<file path="config.mk">
export PLATFORM = sky130hd
export DESIGN_NAME = voice_mixer
export DESIGN_NICKNAME = d
export VERILOG_FILES = /design/src/rtl/sid_mix_pkg.sv /design/src/rtl/sample_tick.sv /design/src/rtl/voice_mixer.sv
export SDC_FILE = /design/constraint.sdc
export NUM_CORES = 1
export LEC_CHECK = 0
export BUFFER_PORTS_ARGS = -buffer_cell sky130_fd_sc_hd__buf_2
export CAP_MARGIN = 10
export CELL_PAD_IN_SITES_DETAIL_PLACEMENT = 0
export CELL_PAD_IN_SITES_GLOBAL_PLACEMENT = 1
export CORE_MARGIN = 1
export CORE_UTILIZATION = 45
export CTS_CLUSTER_SIZE = 10
export DETAILED_ROUTE_END_ITERATION = 16
export PLACE_DENSITY_LB_ADDON = 0.1
export SYNTH_ARGS = -nofsm -noshare
export SYNTH_HDL_FRONTEND = slang
export SYNTH_SLANG_ARGS = --single-unit
</file>
<file path="constraint.sdc">
create_clock -name clk -period 4.3 [get_ports clk]
set_input_delay 0.86 -clock clk [delete_from_list [all_inputs] [get_ports clk]]
set_output_delay 0.86 -clock clk [all_outputs]
set_load 0.01 [all_outputs]
</file>
<file path="src/rtl/sid_mix_pkg.sv">
// Shared types and constants for the three-voice mixer: FSM states, sizing
// constants and the per-voice centring / output saturation helpers.
package sid_mix_pkg;

  typedef enum logic [2:0] {IDLE, ACC0, ACC1, ACC2, EMIT} mix_state_e;

  localparam int          DIV_MIN    = 5;
  localparam int          DIV_MAX    = 4095;
  localparam int          NUM_VOICES = 3;
  localparam int          ACC_W      = 10;
  localparam logic [7:0]  SILENCE    = 8'h80;

  localparam logic signed [ACC_W-1:0] S8_MAX = 127;
  localparam logic signed [ACC_W-1:0] S8_MIN = -128;

  // Offset-binary sample to signed (v - 128), sign-extended to accumulator width.
  function automatic logic signed [ACC_W-1:0] centre(input logic [7:0] v);
    return {{(ACC_W-7){~v[7]}}, v[6:0]};
  endfunction

  // Halve, clamp to the signed 8-bit range, then back to offset binary.
  function automatic logic [7:0] emit_code(input logic signed [ACC_W-1:0] a);
    logic signed [ACC_W-1:0] h;
    logic [7:0]              s;
    h = a >>> 1;
    if (h > S8_MAX)      s = 8'h7f;
    else if (h < S8_MIN) s = 8'h80;
    else                 s = h[7:0];
    return s ^ SILENCE;
  endfunction

endpackage

</file>
<file path="src/rtl/sample_tick.sv">
// Sample-rate divider: counts 0..DIV-1 while enabled, tick marks the last count.
module sample_tick
  import sid_mix_pkg::*;
#(
  parameter int DIV = 48
) (
  input  logic clk,
  input  logic rst,
  input  logic en,
  output logic tick
);

  localparam int CW = $clog2(DIV);

  logic [CW-1:0] cnt;
  logic          at_end;

  assign at_end = (cnt == CW'(DIV - 1));
  // Gated by en so a frozen counter sitting on DIV-1 cannot re-fire.
  assign tick   = en & at_end;

  always_ff @(posedge clk or posedge rst) begin
    if (rst)         cnt <= '0;
    else if (en)     cnt <= at_end ? '0 : cnt + 1'b1;
  end

endmodule

</file>
<file path="src/rtl/voice_mixer.sv">
// Three-voice sequential mixer: latches voices at each sample tick, accumulates
// one voice per cycle, emits a saturated sample. Optional MIXER_V3OFF_EN adds v3off.
module voice_mixer
  import sid_mix_pkg::*;
#(
  parameter int DIV = 48
) (
  input  logic       clk,
  input  logic       rst,
  input  logic       en,
  input  logic [7:0] voice0,
  input  logic [7:0] voice1,
  input  logic [7:0] voice2,
  input  logic [2:0] voice_en,
`ifdef MIXER_V3OFF_EN
  input  logic       v3off,
`endif
  output logic [7:0] sample_out,
  output logic       sample_valid
);

  if (DIV < DIV_MIN || DIV > DIV_MAX) begin : g_div_chk
    $error("voice_mixer: DIV out of range");
  end

  mix_state_e state, state_nxt;

  logic                                 tick;
  logic [NUM_VOICES-1:0][7:0]           voice_in;
  logic [NUM_VOICES-1:0]                gate;
  logic [NUM_VOICES-1:0][7:0]           lat_voice;
  logic [NUM_VOICES-1:0]                lat_en;
  logic signed [ACC_W-1:0]              acc, acc_nxt;
  logic signed [ACC_W-1:0]              lane_c [NUM_VOICES];

  sample_tick #(.DIV(DIV)) u_tick (
    .clk  (clk),
    .rst  (rst),
    .en   (en),
    .tick (tick)
  );

  assign voice_in = {voice2, voice1, voice0};

`ifdef MIXER_V3OFF_EN
  assign gate = voice_en & {~v3off, 2'b11};
`else
  assign gate = voice_en;
`endif

  for (genvar gi = 0; gi < NUM_VOICES; gi++) begin : g_lane
    assign lane_c[gi] = lat_en[gi] ? centre(lat_voice[gi]) : '0;
  end

  always_comb begin
    state_nxt = state;
    acc_nxt   = acc;
    unique case (state)
      IDLE: if (tick) begin
        state_nxt = ACC0;
        acc_nxt   = '0;
      end
      ACC0: begin acc_nxt = acc + lane_c[0]; state_nxt = ACC1; end
      ACC1: begin acc_nxt = acc + lane_c[1]; state_nxt = ACC2; end
      ACC2: begin acc_nxt = acc + lane_c[2]; state_nxt = EMIT; end
      EMIT: state_nxt = IDLE;
      default: state_nxt = IDLE;
    endcase
  end

  always_ff @(posedge clk or posedge rst) begin
    if (rst) begin
      state      <= IDLE;
      acc        <= '0;
      lat_voice  <= {NUM_VOICES{SILENCE}};
      lat_en     <= '0;
      sample_out <= SILENCE;
    end else begin
      state <= state_nxt;
      acc   <= acc_nxt;
      if (state == IDLE && tick) begin
        lat_voice <= voice_in;
        lat_en    <= gate;
      end
      // Output register loads on the edge entering EMIT, alongside the strobe.
      if (state == ACC2) sample_out <= emit_code(acc_nxt);
    end
  end

  assign sample_valid = (state == EMIT);

endmodule

</file>
Yosys cells after proc, flatten, opt, wreduce, memory -nomap -nowiden
Index checks and enable logic that the tools add are counted.
{"block": "word_totals", "ff_bits": 54, "latch_bits": 0, "mem_bits_rw": 0, "romBits": 0, "input_bits": 30, "out_inout_bits": 9, "wordCells": 41, "memories": 0}
{"block": "classes", "n_addsub": 4, "multipliers": 0, "div": 0, "order_cmp": 2, "eq_ne": 6, "shift": 0, "muxes": 11, "bitwise": 5, "reduce_logical": 4}
{"cell": "10-bit 2-to-1 mux", "n": 4}
{"cell": "10-bit one-hot mux with 4 select lines", "n": 1}
{"cell": "10-bit adder", "n": 3}
{"cell": "8-bit 2-to-1 mux", "n": 3}
{"cell": "3-bit one-hot mux with 4 select lines", "n": 1}
{"cell": "9-bit by 8-bit greater-than comparator with 1-bit output (second input constant)", "n": 1}
{"cell": "9-bit by 8-bit less-than comparator with 1-bit output (second input constant)", "n": 1}
{"cell": "6-bit by 1-bit adder with 6-bit output (second input constant)", "n": 1}
{"cell": "3-bit by 2-bit == test with 1-bit output (second input constant)", "n": 2}
{"cell": "6-bit == test (second input constant)", "n": 1}
{"cell": "6-bit 2-to-1 mux", "n": 1}
{"cell": "1-bit inverter", "n": 4}
{"cell": "4-bit nonzero test", "n": 1}
{"cell": "3-bit by 1-bit == test with 1-bit output (second input constant)", "n": 1}
{"cell": "3-bit == test (second input constant)", "n": 1}
{"cell": "3-bit logical NOT", "n": 1}
{"cell": "3-bit 2-to-1 mux", "n": 1}
{"cell": "2-bit inequality test (second input constant)", "n": 1}
{"cell": "2-bit AND reduction", "n": 1}
{"cell": "1-bit AND", "n": 1}
{"cell": "1-bit logical AND", "n": 1}

Longest topological paths before layout
{"block": "logic_depth", "word_depth": 9, "ltp_mapped": 17, "ltp_nobuf": 14}

Modules after synthesis
A second synthesis with hierarchy kept.
{"block": "hier_totals", "hier_cells": 236, "hier_area_um2": 2666.3}
{"module": "voice_mixer", "instances": 1, "cells_per_inst": 208, "area_each_um2": 2372.3, "seq_area_each_um2": 1206.2}
{"module": "sample_tick", "instances": 1, "cells_per_inst": 28, "area_each_um2": 294.0, "seq_area_each_um2": 150.1}

Least setup slack after synthesis
No wires, ideal clock.
{"block": "synth_timing", "kind": "register to register", "start": "register state[2]", "end": "register sample_out[6]", "setup_ns": 0.074, "arrival_time_ns": 3.137, "path_slack_ns": 1.089, "stages_incl_launch_ff": 16, "n_path_buf": 1, "synth_period_minus_slack_ns": 3.211, "path_cell_list": "dfrtp_1 -> nand2b_1 -> nor3_1 -> a222oi_1 -> inv_1 -> ha_1 -> inv_1 -> fa_1 -> and2b_1 -> o31ai_4 -> a311oi_1 -> o21ai_1 -> a21oi_1 -> buf_4 -> a32oi_1 -> o21ai_2"}
{"block": "synth_via", "elab_chain_cells": 6, "elab_cells_between_ends": 10, "cone_classes": "order compare: 2; eq/ne: 3; mux: 4; reduce/logical: 1"}
{"element": "start: declaration", "line_no": "voice_mixer.sv:26", "source": "mix_state_e state, state_nxt;"}
{"element": "start signal: assignment", "line_no": "voice_mixer.sv:79", "source": "state <= state_nxt;"}
{"element": "3-bit by 2-bit == test with 1-bit output (tied with other cells)", "line_no": "voice_mixer.sv:58, voice_mixer.sv:86"}
{"element": "10-bit one-hot mux with 4 select lines", "line_no": "voice_mixer.sv:58", "source": "unique case (state)"}
{"element": "9-bit by 8-bit less-than comparator with 1-bit output", "line_no": "sid_mix_pkg.sv:27", "source": "else if (h < S8_MIN) s = 8'h80;"}
{"element": "8-bit 2-to-1 mux", "line_no": "sid_mix_pkg.sv:27"}
{"element": "8-bit 2-to-1 mux", "line_no": "sid_mix_pkg.sv:26", "source": "if (h > S8_MAX) s = 8'h7f;"}
{"element": "8-bit 2-to-1 mux", "line_no": "voice_mixer.sv:86", "source": "if (state == ACC2) sample_out <= emit_code(acc_nxt);"}
{"element": "end signal: assignment", "line_no": "voice_mixer.sv:86"}
{"element": "end: declaration", "line_no": "voice_mixer.sv:18", "source": "output logic [7:0] sample_out,"}
Parallel ways exist; a longest one is shown, timed or not. The select of a mux whose other input is x is not followed.
A chain may end at the register's enable or synchronous reset.

Worst setup path after layout
Same ends and word-level chain as after synthesis.

==> metrics.txt <==
# TYPE chip_impl_metric gauge
chip_impl_metric{name="synth_area_per_cell",unit="um2"} 11.5
chip_impl_metric{name="area_growth_syn_to_layout",unit="%"} 12.3
chip_impl_info{name="outcome",value="complete, no violations"} 1
chip_impl_metric{name="worst-endpoint-arrival",unit="ns"} 3.88
chip_impl_metric{name="max_cap_violations",unit=""} 0
chip_impl_metric{name="dr.first_iter.drc_count",unit=""} 84
chip_impl_metric{name="boundaryPins",unit=""} 39
chip_impl_info{name="cp-end-kind",value="register"} 1
chip_impl_metric{name="synth-warning-count",unit=""} 0
chip_impl_metric{name="report.final.setup_viol",unit=""} 0
chip_impl_metric{name="portBuffers",unit=""} 38
chip_impl_metric{name="inserted_clock_buffers",unit=""} 5
chip_impl_metric{name="routed_wirelength",unit="mm"} 5.93
chip_impl_metric{name="maxSlewHeadroom",unit="%"} 59.8
chip_impl_metric{name="cts_htree_levels",unit=""} 2
chip_impl_metric{name="via_count_of_the_first_global_routing_pass",unit=""} 2084
chip_impl_metric{name="ys_async_sr_fraction",unit="%"} 100
chip_impl_metric{name="grt_antenna_before_repair",unit=""} 0
chip_impl_metric{name="summed_instance_area_of_the_synthesized_netlist",unit="um2"} 2900
chip_impl_metric{name="timing.critical_path.fanout_max",unit=""} 12
chip_impl_metric{name="die_h",unit="um"} 82.2
chip_impl_metric{name="globalplace.congestion",unit=""} 0.750
chip_impl_metric{name="final.setup_skew",unit="ns"} 0.00892
chip_impl_metric{name="synth_edf_count",unit=""} 0
chip_impl_metric{name="timing.reg2reg.setup_slack",unit="ns"} 0.67
chip_impl_metric{name="place_ws",unit="ns"} 0.169
chip_impl_metric{name="die_w",unit="um"} 82.2
chip_impl_metric{name="starting_utilization_of_the_core_area",unit="%"} 47.8
chip_impl_metric{name="reg2reg_depth",unit=""} 14
chip_impl_metric{name="number_of_nets_with_antenna_violations_after_routing",unit=""} 0
chip_impl_metric{name="rows",unit=""} 28
chip_impl_metric{name="achievable-frequency",unit="GHz"} 0.276
chip_impl_metric{name="finalHoldViolations",unit=""} 0
chip_impl_metric{name="clock_insertion_delay_worst_skew",unit="ns"} 0.32
chip_impl_metric{name="number_of_sinks_handled_by_clock_tree_synthesis",unit=""} 54
chip_impl_info{name="path_cells",value="nand2b_1, nor3_2, a222oi_1, inv_1, ha_1, inv_1, fa_1, and2b_1, o31ai_4, a311oi_1, o21ai_1, a21oi_2, a32oi_1, o21ai_2"} 1
chip_impl_metric{name="net_count_of_the_finished_layout",unit=""} 331
chip_impl_metric{name="detailedPlacementHpwl",unit="mm"} 4.28
chip_impl_metric{name="hold_path_depth",unit=""} 2
chip_impl_info{name="critical_path_class",value="reg -> reg"} 1
chip_impl_metric{name="layout_worst_path_cycle_share",unit="%"} 84.4
chip_impl_metric{name="drc",unit=""} 0
chip_impl_metric{name="detail_route.vias_per_cell",unit=""} 5.61
chip_impl_metric{name="detailroute.via_count",unit=""} 2053
chip_impl_info{name="yosys_most_used_dff",value="sky130_fd_sc_hd__dfrtp_1"} 1
chip_impl_info{name="worst_r2r_endpoint",value="sample_out[6]"} 1
chip_impl_metric{name="drt-wirelength-per-cell",unit="um"} 16.2
chip_impl_metric{name="timing.critical_path.required",unit="ns"} 4.55
chip_impl_metric{name="postCtsSetupRepairBufs",unit=""} 0
chip_impl_metric{name="cts-root-to-sink-buffers",unit=""} 2
chip_impl_metric{name="post_route_cells_drive_above_1_share",unit="%"} 34.4
chip_impl_metric{name="post_route_minimum_period",unit="ns"} 3.63
chip_impl_metric{name="synth_seq_area_share",unit="%"} 46.8
chip_impl_metric{name="crit_buf_inv",unit=""} 2
chip_impl_info{name="critical_path.reg2reg.startpoint",value="state[2]"} 1
chip_impl_info{name="start_kind",value="register"} 1
chip_impl_info{name="cts_tree",value="yes"} 1
chip_impl_info{name="cts.root.buffer_cell",value="sky130_fd_sc_hd__clkbuf_8"} 1
chip_impl_metric{name="p_per_area",unit="nW/um2"} 630
chip_impl_info{name="crit_family",value="compound AO/OA/AOI/OAI gates"} 1
chip_impl_metric{name="syn-instance-count",unit=""} 252
chip_impl_metric{name="diodes",unit=""} 0
chip_impl_info{name="worst_hold_path_type",value="reg -> reg"} 1
chip_impl_metric{name="fin_tns_setup",unit="ns"} 0
chip_impl_metric{name="worst_slack",unit="ns"} 0.671
chip_impl_metric{name="power.ir.vdd_worst",unit="uV"} 335
chip_impl_info{name="hold_path_end",value="sample_out[7]"} 1
chip_impl_metric{name="grt_max_degree",unit=""} 29
chip_impl_metric{name="layout.area.seq",unit="um2"} 1360
chip_impl_metric{name="grt_overflow",unit=""} 0
chip_impl_metric{name="post_synth_num_cell_types",unit=""} 57
chip_impl_info{name="most_frequent_cell_on_the_critical_path",value="sky130_fd_sc_hd__inv_1"} 1
chip_impl_metric{name="drt-pass1-iter-count",unit=""} 5
chip_impl_info{name="grt_setup_unrepaired",value="no"} 1
chip_impl_metric{name="grt_util_all_layers",unit="%"} 20.1
chip_impl_metric{name="grt_first_pass_wirelength",unit="mm"} 10.0
chip_impl_info{name="worstHoldStart",value="sample_out[7]"} 1
chip_impl_metric{name="die-area",unit="um2"} 6760
chip_impl_metric{name="clkTransAtPathRegs",unit="ns"} 0.11
chip_impl_metric{name="filler_cell_count",unit=""} 564
chip_impl_metric{name="multi_input_gate_area_in_the_final_layout",unit="um2"} 1430
chip_impl_metric{name="floorplan.core_area",unit="um2"} 6060
chip_impl_metric{name="final_max_slew_viol_count",unit=""} 0
chip_impl_metric{name="crit_path_max_incr_delay",unit="ns"} 0.49
chip_impl_metric{name="static-leakage-power",unit="uW"} 0.00159
chip_impl_info{name="max_stage_delay_cell_worst_path",value="sky130_fd_sc_hd__a21oi_2"} 1
chip_impl_metric{name="yosys_register_bits",unit=""} 54
chip_impl_metric{name="postSynthNetCount",unit=""} 293
chip_impl_metric{name="tightest_slew",unit="ns"} 0.603
## per-layer routing
metal	part of all wire [%]	vias up	GRT usage (%)
met3	2.5	4	3.96
met4	0.67	0	4.74
met2	49	26	33.8
li1	-	1000	-
met1	48	1023	26.4
met5	0	-	0
## sequential cells by signal, indices dropped and copies added (netlist names)
name,flops
lat_voice,24
acc,10
sample_out,8
u_tick.cnt,6
lat_en,3
state,3
## layout by cell type (no fill, tap or decap), drive strengths merged, types with 2 or more instances in the layout
master,count
a22oi,4
inv,18
buf,41
a222oi,7
nand2b,3
nor2,8
o21ai,17
dfrtp,50
a221oi,2
nand2,17
a21o,5
a22o,4
ha,10
o21a,3
nor3,4
nand3b,2
and3,2
dfstp,4
o31ai,3
clkbuf,5
nand4,2
clkinv,2
nor2b,2
a31o,2
mux2,28
xor2,3
xnor2,5
nor3b,2
and2,4
a21oi,14
## cells by family after synthesis
kind of cell | Yosys count | synth area share (%)
AOI/OAI and AO/OA | 70 | 19.0
xor gates and xnor gates | 9 | 3.24
adders and majority gates | 11 | 5.01
buffers and inverters | 27 | 4.58
DFF | 54 | 46.8
muxes | 28 | 10.9
and+or+nand+nor | 53 | 10.4
## layout make-up
cell class	instances	share of cell area, %
multi-input combinational	171	43.8
sequential	54	41.7
timing repair buffer	41	6.54
tap	75	2.88
clock buffer	5	2.12
inverter	17	2.04
clock inverter	3	0.885
## timing repair
action / in CTS / in global routing
hold buffers: 0 / 0
endpoints found under the setup margin: 0 / 7
gates resized for setup: 0 / 2
## where the power goes
part / internal (uW) / total (uW) / switching, uW
combinational: 417 / 978 / 560
sequential: 658 / 763 / 105
clock: 121 / 309 / 187
total: 1200 / 2050 / 853
## synth_stat cells (2+ instances only)
library cell | number | share of area [%]
sky130_fd_sc_hd__clkbuf_1 | 3 | 0.39
sky130_fd_sc_hd__a22o_1 | 4 | 1.2
sky130_fd_sc_hd__buf_2 | 2 | 0.35
sky130_fd_sc_hd__nand4_1 | 2 | 0.43
sky130_fd_sc_hd__dfrtp_1 | 50 | 43
sky130_fd_sc_hd__mux2_2 | 23 | 8.9
sky130_fd_sc_hd__nor2_1 | 8 | 1.0
sky130_fd_sc_hd__buf_6 | 2 | 0.78
sky130_fd_sc_hd__nor3_1 | 3 | 0.52
sky130_fd_sc_hd__a222oi_1 | 7 | 2.4
sky130_fd_sc_hd__a221oi_2 | 2 | 1.0
sky130_fd_sc_hd__a21o_1 | 5 | 1.3
sky130_fd_sc_hd__o21ai_0 | 8 | 1.4
sky130_fd_sc_hd__nor3b_1 | 2 | 0.52
sky130_fd_sc_hd__and3_1 | 2 | 0.43
sky130_fd_sc_hd__mux2_1 | 5 | 1.9
sky130_fd_sc_hd__ha_1 | 10 | 4.3
sky130_fd_sc_hd__buf_4 | 3 | 0.78
sky130_fd_sc_hd__dfstp_2 | 4 | 3.6
sky130_fd_sc_hd__nand2_1 | 17 | 2.2
sky130_fd_sc_hd__a31o_2 | 2 | 0.60
sky130_fd_sc_hd__nand3b_1 | 2 | 0.52
sky130_fd_sc_hd__o21ai_1 | 2 | 0.35
sky130_fd_sc_hd__nand2b_1 | 3 | 0.65
sky130_fd_sc_hd__a22oi_1 | 4 | 1.0
sky130_fd_sc_hd__a21oi_1 | 14 | 2.4
sky130_fd_sc_hd__nor2b_1 | 2 | 0.43
sky130_fd_sc_hd__o21ai_2 | 7 | 2.1
sky130_fd_sc_hd__and2_1 | 3 | 0.65
sky130_fd_sc_hd__inv_1 | 16 | 2.1
sky130_fd_sc_hd__xor2_1 | 3 | 0.91
sky130_fd_sc_hd__o21a_1 | 3 | 0.78
sky130_fd_sc_hd__xnor2_1 | 5 | 1.5
## per-stage QoR
| stage | cell area [um2] | hold WS, ns | cells | utilization (%) | total power [uW] |
|---|---|---|---|---|---|
| final | 3250 | 0.484 | 366 | 53.7 | 2050 |
| after global routing | 3250 | 0.515 | 366 | 53.7 | 2230 |
| after CTS | 3240 | 0.485 | 366 | 53.5 | 2060 |
| after detailed placement | 3150 | 0.469 | 358 | 51.9 | 1740 |
| after global placement | 3150 | 0.461 | 358 | 51.9 | 1730 |
| after floorplan | 2900 | 0.457 | 252 | - | 1510 |
## tightest hold or removal path, stage by stage (launching register included)
cell                      delay, ns
sky130_fd_sc_hd__dfstp_2       0.39
sky130_fd_sc_hd__nand2_1       0.06
sky130_fd_sc_hd__o21ai_2       0.05
## how the worst max path moves through the flow
| stage | from | to | slack, ns | depth (start not counted) |
|---|---|---|---|---|
| 6_report | state[2] | sample_out[6] | 0.67 | 14 |
| 5_1_grt | state[2] | sample_out[6] | 0.30 | 14 |
| 4_1_cts | state[2] | sample_out[6] | 0.14 | 14 |
| 3_5_place_dp | state[2] | sample_out[6] | 0.17 | 14 |
| 3_3_place_gp | state[2] | sample_out[6] | 0.27 | 14 |
| 2_1_floorplan | state[2] | sample_out[6] | 1.09 | 15 |
(Power assumes the default switching activity.)
